[config.mk]
export PLATFORM = sky130hd
export DESIGN_NAME = vga_timing_recovery_flat
export DESIGN_NICKNAME = d
export VERILOG_FILES = /design/src/rtl/vga_timing_recovery_if.sv /design/src/rtl/vga_timing_recovery.sv /design/src/flat_wrapper.sv
export SDC_FILE = /design/constraint.sdc
export NUM_CORES = 1
export LEC_CHECK = 0
export ABC_AREA = 1
export CAP_MARGIN = 20
export CORE_ASPECT_RATIO = 2
export CORE_MARGIN = 3
export CORE_UTILIZATION = 55
export DETAILED_ROUTE_END_ITERATION = 7
export MAX_ROUTING_LAYER = met4
export PLACE_DENSITY = 0.78
export SLEW_MARGIN = 20
export SYNTH_ARGS = -nofsm -noshare
export SYNTH_HDL_FRONTEND = slang
export SYNTH_SLANG_ARGS = --single-unit
[constraint.sdc]
create_clock -name clk -period 8.4 [get_ports clk]
set_input_delay 1.68 -clock clk [delete_from_list [all_inputs] [get_ports clk]]
set_output_delay 1.68 -clock clk [all_outputs]
set_load 0.03 [all_outputs]
[src/rtl/vga_timing_recovery_if.sv]
// Video timing bundle between a sync source and the timing recovery block.
// The source drives pix_en/h_sync/v_sync/display; they are only looked at on clk edges with pix_en=1.
interface vga_timing_recovery_if #(
    parameter int W = 16
);
    logic         pix_en;
    logic         h_sync;
    logic         v_sync;
    logic         display;
    logic [W-1:0] x;
    logic [W-1:0] y;
    logic [W-1:0] line_len;
    logic [W-1:0] frame_lines;
    logic         active;
    logic         locked;
    logic         err;
    logic [1:0]   state;

    modport master (
        output pix_en, h_sync, v_sync, display,
        input  x, y, line_len, frame_lines, active, locked, err, state
    );

    modport slave (
        input  pix_en, h_sync, v_sync, display,
        output x, y, line_len, frame_lines, active, locked, err, state
    );
endinterface

[src/rtl/vga_timing_recovery.sv]
// Recovers pixel/line coordinates from VGA sync edges, measures line and frame
// length, and runs a lock FSM that qualifies the incoming timing.
module vga_timing_recovery #(
    parameter int LOCK_FRAMES = 2,
    parameter int MAX_LINE    = 1024,
    parameter int W           = 16
) (
    input  logic                  clk,
    input  logic                  rst,
    vga_timing_recovery_if.slave  bus
);
    typedef enum logic [1:0] {
        SEARCH  = 2'd0,
        MEASURE = 2'd1,
        VERIFY  = 2'd2,
        LOCKED  = 2'd3
    } state_t;

    localparam logic [W-1:0] ONES      = '1;
    localparam logic [W-1:0] TIMEOUT_X = W'(MAX_LINE - 2);
    localparam logic [3:0]   LOCK_N    = 4'(LOCK_FRAMES);

    state_t       state_q, state_d;
    logic         h_prev_q, h_prev_d, v_prev_q, v_prev_d;
    logic [W-1:0] x_q, x_d, y_q, y_d;
    logic [W-1:0] line_len_q, line_len_d, frame_q, frame_d;
    logic [W-1:0] ref_line_q, ref_line_d, ref_frame_q, ref_frame_d;
    logic         ref_valid_q, ref_valid_d;
    logic [3:0]   match_q, match_d;
    logic         locked_q, locked_d, err_q, err_d, active_q, active_d;

    logic         hr, vr;
    logic [W-1:0] line_meas, frame_meas;
    logic         line_bad, frame_bad, timeout, fail;

    assign hr         = bus.h_sync & ~h_prev_q;
    assign vr         = bus.v_sync & ~v_prev_q;
    assign line_meas  = x_q + 1'b1;
    assign frame_meas = y_q + 1'b1;

    always_comb begin
        state_d     = state_q;
        h_prev_d    = h_prev_q;
        v_prev_d    = v_prev_q;
        x_d         = x_q;
        y_d         = y_q;
        line_len_d  = line_len_q;
        frame_d     = frame_q;
        ref_line_d  = ref_line_q;
        ref_frame_d = ref_frame_q;
        ref_valid_d = ref_valid_q;
        match_d     = match_q;
        locked_d    = locked_q;
        active_d    = active_q;
        err_d       = 1'b0;
        line_bad    = hr && ref_valid_q && (line_meas != ref_line_q);
        frame_bad   = vr && (frame_meas != ref_frame_q);
        timeout     = !hr && (x_q == TIMEOUT_X);
        fail        = 1'b0;

        if (bus.pix_en) begin
            h_prev_d = bus.h_sync;
            v_prev_d = bus.v_sync;

            if (hr) begin
                line_len_d = line_meas;
                x_d        = '0;
            end else begin
                x_d = (x_q == ONES) ? x_q : line_meas;
            end

            if (vr) begin
                frame_d = frame_meas;
                y_d     = '0;
            end else if (hr) begin
                y_d = (y_q == ONES) ? y_q : frame_meas;
            end

            case (state_q)
                SEARCH: begin
                    if (vr) begin
                        state_d     = MEASURE;
                        ref_valid_d = 1'b0;
                    end
                end
                MEASURE: begin
                    if (line_bad) begin
                        fail = 1'b1;
                    end else begin
                        if (hr && !ref_valid_q) begin
                            ref_line_d  = line_meas;
                            ref_valid_d = 1'b1;
                        end
                        // A frame start with no stored line restarts the measurement.
                        if (vr) begin
                            if (ref_valid_q) begin
                                ref_frame_d = frame_meas;
                                match_d     = 4'd0;
                                state_d     = VERIFY;
                            end else begin
                                ref_valid_d = 1'b0;
                            end
                        end
                    end
                end
                default: begin
                    if (line_bad || frame_bad) begin
                        fail = 1'b1;
                    end else if (vr && state_q == VERIFY) begin
                        match_d = match_q + 4'd1;
                        if (match_q + 4'd1 == LOCK_N) state_d = LOCKED;
                    end
                end
            endcase

            if (fail || timeout) begin
                err_d       = 1'b1;
                state_d     = SEARCH;
                ref_valid_d = 1'b0;
                match_d     = 4'd0;
            end

            locked_d = (state_d == LOCKED);
            active_d = bus.display & locked_d;
        end
    end

    always_ff @(posedge clk or posedge rst) begin
        if (rst) begin
            state_q     <= SEARCH;
            h_prev_q    <= 1'b1;
            v_prev_q    <= 1'b1;
            x_q         <= '0;
            y_q         <= '0;
            line_len_q  <= '0;
            frame_q     <= '0;
            ref_line_q  <= '0;
            ref_frame_q <= '0;
            ref_valid_q <= 1'b0;
            match_q     <= 4'd0;
            locked_q    <= 1'b0;
            err_q       <= 1'b0;
            active_q    <= 1'b0;
        end else begin
            state_q     <= state_d;
            h_prev_q    <= h_prev_d;
            v_prev_q    <= v_prev_d;
            x_q         <= x_d;
            y_q         <= y_d;
            line_len_q  <= line_len_d;
            frame_q     <= frame_d;
            ref_line_q  <= ref_line_d;
            ref_frame_q <= ref_frame_d;
            ref_valid_q <= ref_valid_d;
            match_q     <= match_d;
            locked_q    <= locked_d;
            err_q       <= err_d;
            active_q    <= active_d;
        end
    end

    assign bus.x           = x_q;
    assign bus.y           = y_q;
    assign bus.line_len    = line_len_q;
    assign bus.frame_lines = frame_q;
    assign bus.active      = active_q;
    assign bus.locked      = locked_q;
    assign bus.err         = err_q;
    assign bus.state       = state_q;
endmodule

[src/flat_wrapper.sv]
// flat-port wrapper written by rule: the top's interface ports become plain ports
module vga_timing_recovery_flat 
#(
    parameter int LOCK_FRAMES = 2,
    parameter int MAX_LINE    = 1024,
    parameter int W           = 16
)
  (clk, rst, bus_pix_en, bus_h_sync, bus_v_sync, bus_display, bus_x, bus_y, bus_line_len, bus_frame_lines, bus_active, bus_locked, bus_err, bus_state);
  vga_timing_recovery_if #(.W(W)) bus_i ();
  input  logic clk;
  input  logic rst;
  input wire logic [$bits(bus_i.pix_en)-1:0] bus_pix_en;
  input wire logic [$bits(bus_i.h_sync)-1:0] bus_h_sync;
  input wire logic [$bits(bus_i.v_sync)-1:0] bus_v_sync;
  input wire logic [$bits(bus_i.display)-1:0] bus_display;
  output wire logic [$bits(bus_i.x)-1:0] bus_x;
  output wire logic [$bits(bus_i.y)-1:0] bus_y;
  output wire logic [$bits(bus_i.line_len)-1:0] bus_line_len;
  output wire logic [$bits(bus_i.frame_lines)-1:0] bus_frame_lines;
  output wire logic [$bits(bus_i.active)-1:0] bus_active;
  output wire logic [$bits(bus_i.locked)-1:0] bus_locked;
  output wire logic [$bits(bus_i.err)-1:0] bus_err;
  output wire logic [$bits(bus_i.state)-1:0] bus_state;
  assign bus_i.pix_en = bus_pix_en;
  assign bus_i.h_sync = bus_h_sync;
  assign bus_i.v_sync = bus_v_sync;
  assign bus_i.display = bus_display;
  assign bus_x = bus_i.x;
  assign bus_y = bus_i.y;
  assign bus_line_len = bus_i.line_len;
  assign bus_frame_lines = bus_i.frame_lines;
  assign bus_active = bus_i.active;
  assign bus_locked = bus_i.locked;
  assign bus_err = bus_i.err;
  assign bus_state = bus_i.state;
  vga_timing_recovery #(.LOCK_FRAMES(LOCK_FRAMES), .MAX_LINE(MAX_LINE), .W(W)) u_core (.clk(clk), .rst(rst), .bus(bus_i));
endmodule
==> results of run 1 <==
## stage by stage
| step | setup WS, ns | util, % | hold slack (ns) |
|---|---|---|---|
| 6_report | 4.79 | 67.1 | 0.488 |
| 5_1_grt | 4.64 | 67.1 | 0.506 |
| 4_1_cts | 4.83 | 67.1 | 0.493 |
| 3_5_place_dp | 4.52 | 64.5 | 0.476 |
| 3_3_place_gp | 4.60 | 64.5 | 0.465 |
| 2_1_floorplan | 3.88 | - | 0.459 |
## registers in the layout (all words and copies together), names as in the netlist
name and count:
u_core.v_prev_q 1, u_core.bus.active 1, u_core.bus.err 1, u_core.ref_line_q 16, u_core.bus.locked 1, u_core.bus.y 16
u_core.bus.state 2, u_core.ref_frame_q 16, u_core.bus.x 16, u_core.match_q 4, u_core.bus.line_len 16, u_core.h_prev_q 1
u_core.ref_valid_q 1, u_core.bus.frame_lines 16
## logic make-up after synthesis
kind of cell | Yosys count | share of synthesized area (%)
flops | 108 | 46.8
buf+inv | 93 | 6.78
simple gates | 404 | 31.7
fa+ha+maj | 5 | 1.08
xor+xnor | 11 | 1.91
compound gates | 113 | 11.7
## per-layer routing
metal / track usage, % / up-vias / part of all wire, %
li1: - / 2536 / -
met1: 28.1 / 2465 / 36
met2: 51.2 / 155 / 57
met3: 3.69 / 42 / 3.8
met4: 13.0 / 0 / 3.4
met5: - / - / 0
## cell usage in the layout (no fill, tap or decap), types with 5 or more instances in the layout
master and instances:
clkdlybuf4s50_1 74, nand2_2 9, o22ai_1 25, dfrtp_1 106, nor2_2 7, ha_1 5
nor2_1 49, xor2_1 6, nand3b_1 11, o21ai_0 43, clkbuf_16 9, nand2_1 241
o21ai_1 19, inv_1 72, nand4_1 15, nor2_4 5, o21ai_2 17, nand3_1 54
## worst max-delay path: stages
cell and delay (ns):
clkdlybuf4s50_1 0.50, nand2_1 0.09, inv_1 0.16, nor4_1 0.07, nand2_1 0.06, nand2_1 0.10
inv_1 0.39, nand2_1 0.46, o21ai_0 0.35
## power groups by stage
stage / Clock [mW] / Sequential [mW] / Combinational [mW]
floorplan: 0 / 0.704 / 0.261
global placement: 0 / 0.660 / 0.436
detailed placement: 0 / 0.663 / 0.448
CTS: 0.392 / 0.654 / 0.449
global route: 0.415 / 0.661 / 0.495
finish: 0.385 / 0.654 / 0.444
## worst max-delay path by stage
stage                from                 to
6_report       bus_h_sync    u_core.bus.x[2]
5_1_grt        bus_h_sync    u_core.bus.x[2]
4_1_cts        bus_h_sync    u_core.bus.x[2]
3_5_place_dp   bus_h_sync    u_core.bus.x[0]
3_3_place_gp   bus_h_sync    u_core.bus.x[0]
2_1_floorplan         rst  u_core.bus.active
## area by class of cell
cell class              instances  area, sq um
fillers                       892         3360
flip-flops and latches        108         2710
multi-input cells             533         2680
repair buffers                 75          748
inverters                      76          290
clock buffers                  12          246
well taps                     135          169
clock inverters                 2         12.5
==> impl_metrics.env, run 1 <==
export IMPL_status="complete, no violations"
export IMPL_whs_path_depth=2
export IMPL_worstSkewPairLatency_ns=0.35
export IMPL_port_buffers=74
export IMPL_ys_seq_area_share_pct=46.8
export IMPL_drv_cap=0
export IMPL_cp_arrival_ns=3.86
export IMPL_htree_levels=3
export IMPL_num_rows=52
export IMPL_dr_pass1_iters=4
export IMPL_leakage_nw=3.05
export IMPL_diodes=0
export IMPL_die_area_sq_um=11800
export IMPL_die_w_microns=78.5
export IMPL_cts_root_buf="clkbuf_16"
export IMPL_post_cts_setup_buffers=0
export IMPL_relSlewSlack_pct=34.4
export IMPL_ys_warn_count=0
export IMPL_syn_area_per_cell_sq_um=7.87
export IMPL_drive_gt1_share_pct=8.31
export IMPL_ff2ff_setup_slack_ns=5.04
export IMPL_dp_cells=927
export IMPL_cts_buffers_inserted=9
export IMPL_synth_top_area_share_pct=45.9
export IMPL_clk_pin_slew_ns=0.07
export IMPL_finalMaxSlewViolations=0
export IMPL_synth_common_cells="241 x nand2_1, 106 x dfrtp_1, 73 x inv_1"
export IMPL_p_int_uw=959
export IMPL_routabilityCongestion=0.925
export IMPL_start_util_pct=56.6
export IMPL_tightest_slew_ns=0.984
export IMPL_reg2reg_from="u_core.bus.x[0]"
export IMPL_grt_pass1_wl_mm=24.7
export IMPL_post_route_min_period_ns=3.61
export IMPL_rsz0062_at_grt="false"
export IMPL_synth_most_common_cell="nand2_1"
export IMPL_async_reset_ff_share_pct=100
export IMPL_vias_per_cell=5.52
export IMPL_layout_nets=814
export IMPL_reg2reg_to="u_core.ref_line_q[3]"
export IMPL_p_total_mw=1.48
export IMPL_hold_end="u_core.bus.frame_lines[6]"
export IMPL_setup_viol=0
export IMPL_grt_usage_pct=27.5
export IMPL_synth_seq_cells=108
export IMPL_path_max_fanout=16
export IMPL_setup_tns_ns=0
export IMPL_antenna_found_initial=0
export IMPL_netSwitchingFraction_pct=35.4
export IMPL_p_seq_share_pct=44.1
export IMPL_start_kind="input port"
export IMPL_synthTopCellsByArea="dfrtp_1 46%, nand2_1 16%, inv_1 4.7%"
export IMPL_pin_count=75
export IMPL_dpl_cell_area_sq_um=6590
export IMPL_dr_first_iter_drc_count=302
export IMPL_cts_sinks=108
export IMPL_pwr_share_clk_pct=26.0
export IMPL_cts_tree="yes"
export IMPL_required_ns=8.65
export IMPL_max_freq_mhz=277
export IMPL_synth_nets=745
export IMPL_peakVddDrop_uv=143
export IMPL_cts_resized=0
export IMPL_synth_cell_type_count=38
export IMPL_synthesis_area_sq_um=5780
export IMPL_antenna_left=0
export IMPL_hold_buffers=0
export IMPL_rr_worst_depth=16
export IMPL_wirelength_mm=15.1
export IMPL_clockBufferDepth=2
export IMPL_p_comb_share_pct=29.9
export IMPL_synthFlopType="dfrtp_1"
export IMPL_p_per_area_nw_per_um2=216
export IMPL_hp_start="u_core.bus.frame_lines[6]"
export IMPL_min_path_type="reg2reg"
export IMPL_skew_ns=0.0115
export IMPL_p_switching_uw=524
export IMPL_timing_final_crit_share_pct=43.0
export IMPL_core_area_sq_um=10200
export IMPL_hold_viol=0
export IMPL_overflow=0
export IMPL_fin_area_sq_um=6850
export IMPL_crit_path_end_kind="register"
export IMPL_vias=5198
export IMPL_grt_start_max_net_pins=79
export IMPL_post_route_drc_count=0
export IMPL_synthToLayoutAreaGrowth_pct=18.6
export IMPL_synth_edff_count=0
export IMPL_wl_per_cell_microns=16.0
export IMPL_syn_instance_count=734
export IMPL_die_h_microns=151
export IMPL_dpl_hpwl_mm=11.3
export IMPL_criticalPathCategory="in2reg"
export IMPL_synth_area_leader_cell="dfrtp_1"
export IMPL_stdcell_count=941
export IMPL_grt_pass1_vias=5280
No activity file was read; power rests on OpenSTA's default activity.
==> run 2, diff against run 1 <==
- CORE_UTILIZATION: 55 -> 50
- PLACE_DENSITY: 0.78 -> 0.74
- clock period: 8.4 -> 2.9 ns (I/O delays scaled with it)
==> impl_metrics.env, run 2 (same netlist as run 1, synthesis figures left out) <==
export IMPL_post_route_min_period_ns=2.63
export IMPL_leakage_nw=3.14
export IMPL_critical_path_top_delay_family="simple AND/OR/NAND/NOR gates"
export IMPL_worstPathBufferInverterCount=0
export IMPL_routabilityCongestion=0.950
export IMPL_required_ns=3.18
export IMPL_synthToLayoutAreaGrowth_pct=22.0
export IMPL_relSlewSlack_pct=42.1
export IMPL_start_util_pct=52.1
export IMPL_fin_ws_ns=0.272
export IMPL_vias_per_cell=5.55
export IMPL_final_cell_mix="241 x nand2_1, 105 x dfrtp_1, 74 x clkdlybuf4s50_1, 72 x inv_1, 54 x nand3_1"
export IMPL_grt_usage_pct=25.3
export IMPL_setup_viol=0
export IMPL_post_route_drc_count=0
export IMPL_diodes=0
export IMPL_cts_sinks=108
export IMPL_max_freq_mhz=381
export IMPL_hold_viol=0
export IMPL_crit_path_end_kind="register"
export IMPL_finalMaxSlewViolations=0
export IMPL_crit_chain="ha_1 > nand2_1 > nor2_4 > nand2_1 > nand2_1 > nand2_1 > nand2_1 > nand2_1 > nor2_1 > nand3_1 > nor2_1 > nand2_1 > nand2_1 > nand2_1 > nand2_2 > nand2_2 > nor2_1 > nand3_1 > nand2_1"
export IMPL_cts_tree="yes"
export IMPL_grt_start_max_net_pins=52
export IMPL_dp_slack_ns=0.0933
export IMPL_start_kind="register"
export IMPL_tightest_slew_ns=0.868
export IMPL_dr_pass1_iters=5
export IMPL_core_area_sq_um=11100
export IMPL_layout_nets=825
export IMPL_hold_worst_slack_ns=0.482
export IMPL_peakVddDrop_uv=417
export IMPL_cts_root_buf="clkbuf_16"
export IMPL_cts_buffers_inserted=9
export IMPL_pin_count=75
export IMPL_die_w_microns=82.0
export IMPL_die_area_sq_um=13000
export IMPL_status="complete, no violations"
export IMPL_hold_buffers=0
export IMPL_num_rows=54
export IMPL_timing_final_crit_share_pct=90.6
export IMPL_antenna_found_initial=0
export IMPL_htree_levels=3
export IMPL_p_per_area_nw_per_um2=635
export IMPL_overflow=0
export IMPL_vias=5326
export IMPL_path_max_fanout=7
export IMPL_dpl_hpwl_mm=11.3
export IMPL_cp_slowest_cell="dfrtp_1"
export IMPL_port_buffers=74
export IMPL_slowest_delay_ns=0.45
export IMPL_worstSkewPairLatency_ns=0.35
export IMPL_clockBufferDepth=2
export IMPL_antenna_left=0
export IMPL_layout_commonest_cell="nand2_1"
export IMPL_criticalPathCategory="reg2reg"
export IMPL_wirelength_mm=15.0
export IMPL_cp_common_cell="nand2_1"
export IMPL_filler_cell_count=996
export IMPL_grt_pass1_wl_mm=24.5
export IMPL_clk_pin_slew_ns=0.07
export IMPL_wl_per_cell_microns=15.6
export IMPL_die_h_microns=158
export IMPL_min_path_type="reg2reg"
export IMPL_grt_pass1_vias=5280
export IMPL_cp_arrival_ns=2.91
export IMPL_skew_ns=0.0132
export IMPL_drv_cap=0
export IMPL_drive_gt1_share_pct=10.1
export IMPL_dr_first_iter_drc_count=341
==> run 2: changes by cell type in the layout (fill, tap and decap cells not counted) <==
cell and change:
clkinv_4 +2, nor2_4 +1, dfrtp_2 +1, buf_12 +4, inv_4 -1, inv_6 +2
clkbuf_1 -2, nor2_2 -1, buf_4 +7, dfrtp_1 -1, bufinv_16 +1
==> run 2: repair_timing <==
item                                    CTS  global route
endpoints found under the setup margin    0            10
gates resized for setup                   0             2
buffers inserted                          0             3
==> run 2: tightest hold or removal path, cell delays in order, from the launching register on <==
cell	delay (ns)
dfrtp_1	0.34
nand2_1	0.05
o21ai_0	0.06
==> run 2: metal layers <==
layer,track usage (%),vias to the layer above,routed length [microns]
met5,-,-,0
met4,15.1,0,769
met3,2.96,59,646
met2,45.3,210,8180
met1,25.5,2491,5410
li1,-,2566,-
==> run 2: power by group <==
| part | leakage [nW] | switching (mW) | internal [mW] |
|---|---|---|---|
| clock | 0.153 | 0.576 | 0.702 |
| sequential | 1.47 | 0.180 | 1.70 |
| combinational | 1.53 | 0.812 | 0.502 |
==> run 2: path summary, 6_finish.rpt <==
| check | endpoint | slack, ns | from | cells after the start |
|---|---|---|---|---|
| max | u_core.match_q[3] | 0.27 | u_core.bus.y[1] | 19 |
| min reg2reg | u_core.bus.frame_lines[15] | 0.48 | u_core.bus.frame_lines[15] | 2 |
| max reg2reg | u_core.match_q[3] | 0.27 | u_core.bus.y[1] | 19 |
| min in group asynchronous | u_core.bus.frame_lines[2] | 0.56 | rst | 2 |
| max in group asynchronous | u_core.h_prev_q | 1.71 | rst | 3 |
| min | u_core.bus.frame_lines[15] | 0.48 | u_core.bus.frame_lines[15] | 2 |
==> run 2: final cells by class <==
cell class | instances | area, sq um | area share (%)
well taps | 140 | 175 | 2.49
flip-flops and latches | 108 | 2710 | 38.4
clock buffers | 10 | 239 | 3.39
multi-input cells | 533 | 2690 | 38.1
repair buffers | 86 | 881 | 12.5
clock inverters | 6 | 70.1 | 0.994
inverters | 76 | 292 | 4.14
==> run 2: through the flow <==
step	std cells	TNS (ns)	utilization (%)	cell area (sq um)	power, mW
finish	959	0	63.6	7050	4.47
global route	959	-0.0886	63.6	7050	4.71
CTS	956	0	63.3	7020	4.50
detailed placement	940	0	60.6	6710	3.23
global placement	940	0	60.6	6710	3.19
floorplan	734	0	-	5780	2.80
